File: config.mk
export PLATFORM = sky130hd
export DESIGN_NAME = spi_flash_burst_reader
export DESIGN_NICKNAME = d
export VERILOG_FILES = /design/src/rtl/spi_flash_burst_reader.sv
export SDC_FILE = /design/constraint.sdc
export NUM_CORES = 1
export LEC_CHECK = 0
export CORE_AREA = 5 5 119 121
export CTS_CLUSTER_DIAMETER = 80
export DETAILED_ROUTE_END_ITERATION = 7
export DIE_AREA = 0 0 124 126
export SYNTH_ARGS = -nofsm -noshare
export SYNTH_HDL_FRONTEND = slang
export SYNTH_SLANG_ARGS = --single-unit
File: constraint.sdc
create_clock -name clk -period 6.45 [get_ports clk]
set_clock_uncertainty 0.2 [all_clocks]
set_input_delay 1.935 -clock clk [delete_from_list [all_inputs] [get_ports clk]]
set_output_delay 1.935 -clock clk [all_outputs]
set_load 0.05 [all_outputs]
File: src/rtl/spi_flash_burst_reader.sv
// SPI mode-0 READ burst engine: streams len+1 bytes from a serial flash over valid/ready.
// Define FLASH_FAST_READ_EN for opcode 0x0B with 8 dummy clocks after the address.
module spi_flash_burst_reader #(
    parameter int CLK_DIV_BITS  = 2,
    parameter int LEN_BITS      = 16,
    parameter int CS_GAP_CYCLES = 8
) (
    input  logic                clk,
    input  logic                reset_n,
    input  logic                start,
    input  logic [23:0]         addr,
    input  logic [LEN_BITS-1:0] len,
    output logic                busy,
    output logic                done,
    output logic [7:0]          dout,
    output logic                dout_valid,
    input  logic                dout_ready,
    output logic                ncs,
    output logic                sck,
    output logic                mosi,
    input  logic                miso
);

`ifdef FLASH_FAST_READ_EN
    localparam logic [7:0] OPCODE = 8'h0B;
`else
    localparam logic [7:0] OPCODE = 8'h03;
`endif

    localparam int DIV_W = (CLK_DIV_BITS > 0) ? CLK_DIV_BITS : 1;
    localparam logic [DIV_W-1:0] DIV_MAX = DIV_W'((1 << CLK_DIV_BITS) - 1);
    localparam int GAP_W = $clog2(CS_GAP_CYCLES + 1);
    localparam logic [GAP_W-1:0] GAP_LAST = GAP_W'(CS_GAP_CYCLES - 1);

    typedef enum logic [2:0] {
        ST_IDLE,
        ST_CMD,
        ST_ADDR,
        ST_DUMMY,
        ST_DATA,
        ST_GAP
    } state_t;

    state_t state, state_next;

    logic [DIV_W-1:0]    div;
    logic                primed;
    logic [4:0]          bit_cnt;
    logic [LEN_BITS-1:0] byte_cnt;
    logic [LEN_BITS-1:0] len_q;
    logic [31:0]         tx_sr;
    logic [6:0]          rx_sr;
    logic [7:0]          pend_byte;
    logic                pending;
    logic                last_byte;
    logic [GAP_W-1:0]    gap_cnt;

    logic       shifting, tick, prime, rise, fall;
    logic       start_acc, byte_done, handshake, gap_ok;
    logic [7:0] new_byte;

    always_comb begin
        shifting   = (state == ST_CMD) || (state == ST_ADDR) ||
                     (state == ST_DUMMY) || (state == ST_DATA);
        tick       = (div == DIV_MAX);
        // First tick after ncs falls only presents bit 31 so mosi has a half-period of setup.
        prime      = shifting && tick && !primed;
        // A completed byte waiting for dout parks sck low before the next byte starts.
        rise       = shifting && tick && primed && !sck && !pending && !last_byte;
        fall       = shifting && tick && primed && sck;
        start_acc  = (state == ST_IDLE) && start;
        byte_done  = rise && (state == ST_DATA) && (bit_cnt[2:0] == 3'd7);
        new_byte   = {rx_sr, miso};
        handshake  = dout_valid && dout_ready;
        gap_ok     = (gap_cnt == GAP_LAST) && !dout_valid && !pending;

        state_next = state;
        case (state)
            ST_IDLE:  if (start_acc) state_next = ST_CMD;
            ST_CMD:   if (rise && bit_cnt == 5'd7) state_next = ST_ADDR;
`ifdef FLASH_FAST_READ_EN
            ST_ADDR:  if (rise && bit_cnt == 5'd31) state_next = ST_DUMMY;
            ST_DUMMY: if (rise && bit_cnt == 5'd7) state_next = ST_DATA;
`else
            ST_ADDR:  if (rise && bit_cnt == 5'd31) state_next = ST_DATA;
`endif
            ST_DATA:  if (fall && last_byte) state_next = ST_GAP;
            ST_GAP:   if (gap_ok) state_next = ST_IDLE;
            default:  state_next = ST_IDLE;
        endcase
    end

    always_ff @(posedge clk) begin
        if (!reset_n) state <= ST_IDLE;
        else          state <= state_next;
    end

    always_ff @(posedge clk) begin
        if (!reset_n) begin
            div        <= '0;
            primed     <= 1'b0;
            bit_cnt    <= '0;
            byte_cnt   <= '0;
            len_q      <= '0;
            tx_sr      <= '0;
            rx_sr      <= '0;
            pend_byte  <= '0;
            pending    <= 1'b0;
            last_byte  <= 1'b0;
            gap_cnt    <= '0;
            busy       <= 1'b0;
            done       <= 1'b0;
            dout       <= '0;
            dout_valid <= 1'b0;
            ncs        <= 1'b1;
            sck        <= 1'b0;
            mosi       <= 1'b0;
        end else begin
            if (!shifting || tick) div <= '0;
            else                   div <= div + 1'b1;

            if (start_acc) begin
                tx_sr     <= {OPCODE, addr};
                len_q     <= len;
                busy      <= 1'b1;
                ncs       <= 1'b0;
                primed    <= 1'b0;
                bit_cnt   <= '0;
                byte_cnt  <= '0;
                last_byte <= 1'b0;
            end

            if (prime) begin
                primed <= 1'b1;
                mosi   <= tx_sr[31];
            end

            if (rise) begin
                sck <= 1'b1;
                // CMD->ADDR keeps counting so ADDR ends on the 32nd edge.
                if (state_next != state && state != ST_CMD) bit_cnt <= '0;
                else                                         bit_cnt <= bit_cnt + 1'b1;
                if (state == ST_DATA) rx_sr <= new_byte[6:0];
                if (byte_done) begin
                    if (byte_cnt == len_q) last_byte <= 1'b1;
                    else                   byte_cnt  <= byte_cnt + 1'b1;
                end
            end

            if (fall) begin
                sck <= 1'b0;
                if (state == ST_CMD || state == ST_ADDR) begin
                    tx_sr <= {tx_sr[30:0], 1'b0};
                    mosi  <= tx_sr[30];
                end else begin
                    mosi <= 1'b0;
                end
                if (last_byte) begin
                    ncs     <= 1'b1;
                    gap_cnt <= '0;
                end
            end

            if (state == ST_GAP && gap_cnt != GAP_LAST) gap_cnt <= gap_cnt + 1'b1;

            done <= (state == ST_GAP) && gap_ok;
            if (state == ST_GAP && gap_ok) busy <= 1'b0;

            if (byte_done) begin
                if (!dout_valid || handshake) begin
                    dout       <= new_byte;
                    dout_valid <= 1'b1;
                end else begin
                    pend_byte <= new_byte;
                    pending   <= 1'b1;
                end
            end else if (pending && (!dout_valid || handshake)) begin
                dout       <= pend_byte;
                dout_valid <= 1'b1;
                pending    <= 1'b0;
            end else if (handshake) begin
                dout_valid <= 1'b0;
            end
        end
    end

endmodule

==> flow_metrics.py <==
metrics = {
    "min_path": {
        "worstHoldStart": "div[0]$_SDFF_PP0_",
        "hold-path-cell-count": 1,
        "hold_path_class": "reg2reg",
        "min_to": "div[0]$_SDFF_PP0_",
    },
    "global_route": {
        "grt_util_all_layers_pct": 14.9,
        "grt.overflow.total": 0,
        "grt_start_max_net_pins": 61,
        "antenna_found_initial": 0,
        "grt_first_pass_wirelength_mm": 19.1,
        "grt_pass1_vias": 4099,
    },
    "drt": {
        "vias": 4314,
        "wire_per_inst_um": 14.5,
        "drtAntennaViolNets": 0,
        "wl_mm": 11.5,
        "drt_iter0_drc": 274,
        "firstDrtPassIters": 4,
        "drc": 0,
        "routed_via_density": 5.46,
    },
    "clocking": {
        "numCtsBuffers": 9,
        "post_cts_buffers": 0,
        "tritoncts": "yes",
        "clk_pin_slew_ps": 80,
        "cts.path.max_buffers": 2,
        "cts_resized": 0,
        "clockRootBuffer": "clkbuf_16",
        "worstSkewPairLatency_ps": 350,
        "h-tree-depth": 3,
        "ctsHoldBuffers": 0,
        "cts.sink_count": 110,
    },
    "die": {
        "pin_count": 59,
        "die_w_um": 124,
        "start_util_pct": 38.8,
        "num_rows": 42,
        "core_sq_um": 13000,
        "die_height_um": 126,
        "die_area_sq_um": 15600,
    },
    "critical_path": {
        "crit_type": "in2reg",
        "reg2reg_depth": 7,
        "max_stage_delay_ps": 890,
        "crit_fanout": 60,
        "reg2reg_slack_ps": 3810,
        "start_kind": "input port",
        "worstPathCellList": "clkdlybuf4s50_1 > nand2b_1 > or3_2 > and2_1 > o31ai_1 > a21oi_1",
        "cp-end-kind": "flop",
        "worstPathRequired_ps": 6470,
        "r2r-end": "dout[7]$_SDFFE_PN0P_",
        "slowest_stage": "or3_2",
        "r2r-start": "bit_cnt[0]$_SDFFE_PN0P_",
        "arrival_ps": 3970,
    },
    "sta": {
        "setup_tns_ps": 0,
        "setup_viol": 0,
        "max_freq_mhz": 254,
        "finalMaxSlewViolations": 0,
        "finalHoldViolations": 0,
        "period_minus_slack_ps": 3940,
        "rsz0062_at_grt": "false",
        "worstMarginPinSlew_ps": 1110,
        "fin_crit_sh_pct": 61.2,
        "relSlewSlack_pct": 26.1,
        "timing.hold.ws_ps": 233,
    },
    "synth": {
        "syn-instance-count": 579,
        "synth-seq-area-share_pct": 43.8,
        "syn_nets": 630,
        "yosysWarnings": 0,
        "ys_types": 65,
        "synth-compound-area-share_pct": 17.9,
        "synth_adder_area_share_pct": 1.49,
        "synth-simple-area-share_pct": 25.0,
        "synth_edf_count": 0,
        "yosysTopAreaCellShare_pct": 43.8,
        "avgSynthCellArea_sq_um": 8.69,
        "yosysTopAreaCell": "dfxtp_1",
        "synth_flop_cell": "dfxtp_1",
        "ys_top_cells_by_area": "dfxtp_1 44%, nand2_1 8.3%, a21oi_1 4.8%",
        "synth_mux_area_share_pct": 3.06,
        "synth.most_common_cell": "nand2_1",
        "synthTopCellsByCount": "111 x nand2_1, 110 x dfxtp_1, 48 x a21oi_1",
        "synth_top_family_by_area": "simple AND/OR/NAND/NOR gates",
        "ys_ff_latch": 110,
        "synth-async-reset-ratio_pct": 0,
        "yosys.area_share.xor_xnor_pct": 2.96,
        "synthesis.area_sq_um": 5030,
    },
    "power_and_ir_drop": {
        "p_leak_nw": 2.14,
        "switching_share_pct": 23.8,
        "power_frac_seq_pct": 51.0,
        "p_int_mw": 1.06,
        "netSwitchingPower_mw": 0.332,
        "vdd_ir_drop_max_uv": 111,
        "clkPwrFrac_pct": 41.0,
        "p_comb_share_pct": 8.0,
        "power_density_nw_per_um2": 236,
    },
    "run": {
        "drv_cap": 0,
    },
    "layout": {
        "nNetsFinal": 660,
        "area_growth_pct": 17.4,
        "diodes": 0,
        "layout-drive-gt1-share_pct": 7.98,
    },
    "place": {
        "dp_hpwl_mm": 7.50,
        "gp_congestion": 0.782,
        "port_buffers": 58,
    },
    "outcome": {
        "status": "completed",
    },
}
-- through the flow --
| step | cells | worst slack, ps | area (sq um) | util [%] | power [mW] |
|---|---|---|---|---|---|
| final | 790 | 2510 | 5910 | 45.5 | 1.39 |
| after global routing | 790 | 2410 | 5910 | 45.5 | 1.45 |
| after CTS | 790 | 2530 | 5910 | 45.5 | 1.41 |
| after detailed placement | 774 | 2160 | 5600 | 43.2 | 0.839 |
| after global placement | 774 | 2180 | 5600 | 43.2 | 0.836 |
| after floorplan | 579 | 3140 | 5030 | - | 0.803 |
-- power by group through the flow --
stage	logic [mW]	registers [mW]	clock network, mW
5_1_grt	0.124	0.713	0.611
2_1_floorplan	0.0775	0.726	0
4_1_cts	0.112	0.711	0.584
6_report	0.111	0.711	0.572
3_5_place_dp	0.112	0.726	0
3_3_place_gp	0.110	0.726	0
-- kinds of logic after synthesis --
group	Yosys count
xor+xnor	17
flops	110
simple gates	258
compound gates	123
buf+inv	50
mux	15
fa+ha+maj	6
-- critical path, delay by kind of cell --
kind	cells	cell delay [ps]
AO/OA/AOI/OAI	2	160
buffers and inverters	1	480
AND/OR/NAND/NOR	3	1350
-- layout by cell type, fill, tap and decap left out, types with 9 or more instances in the layout --
| cell | instances |
|---|---|
| a21oi_1 | 48 |
| a311oi_1 | 23 |
| clkbuf_16 | 9 |
| clkdlybuf4s50_1 | 58 |
| dfxtp_1 | 110 |
| mux2i_1 | 12 |
| nand2_1 | 111 |
| nand3_1 | 35 |
| nor2_1 | 43 |
| nor3_1 | 9 |
| xor2_1 | 16 |
-- layer usage --
layer,track usage [%],share of wire [%],up-vias
met5,0,0,-
met1,19.8,46,2049
met4,5.54,1.4,0
li1,-,-,2155
met3,2.87,4.8,11
met2,23.9,47,99
-- flip-flops by register name (all words and copies together), names as in the netlist, 2 cells and up --
signal	flops
tx_sr	32
byte_cnt	16
len_q	16
dout	8
pend_byte	8
rx_sr	7
bit_cnt	5
gap_cnt	4
state	3
div	2
-- worst max-delay path by stage --
stage | cells after the start | to | slack (ps) | from
6_report | 6 | byte_cnt[11]$_SDFF_PN0_ | 2510 | start
5_1_grt | 6 | byte_cnt[11]$_SDFF_PN0_ | 2410 | start
4_1_cts | 6 | byte_cnt[11]$_SDFF_PN0_ | 2530 | start
3_5_place_dp | 6 | byte_cnt[11]$_SDFF_PN0_ | 2160 | start
3_3_place_gp | 6 | byte_cnt[11]$_SDFF_PN0_ | 2180 | start
2_1_floorplan | 7 | ncs$_SDFF_PN1_ | 3140 | start
-- cell type report --
| type | count | area [sq um] |
|---|---|---|
| Clock buffer | 10 | 239 |
| Clock inverter | 6 | 66.3 |
| Fill cell | 1317 | 7070 |
| Inverter | 6 | 22.5 |
| Multi-Input combinational cell | 419 | 2540 |
| Sequential cell | 110 | 2200 |
| Tap cell | 176 | 220 |
| Timing Repair Buffer | 63 | 618 |
Power figures use the tool's default switching activity.
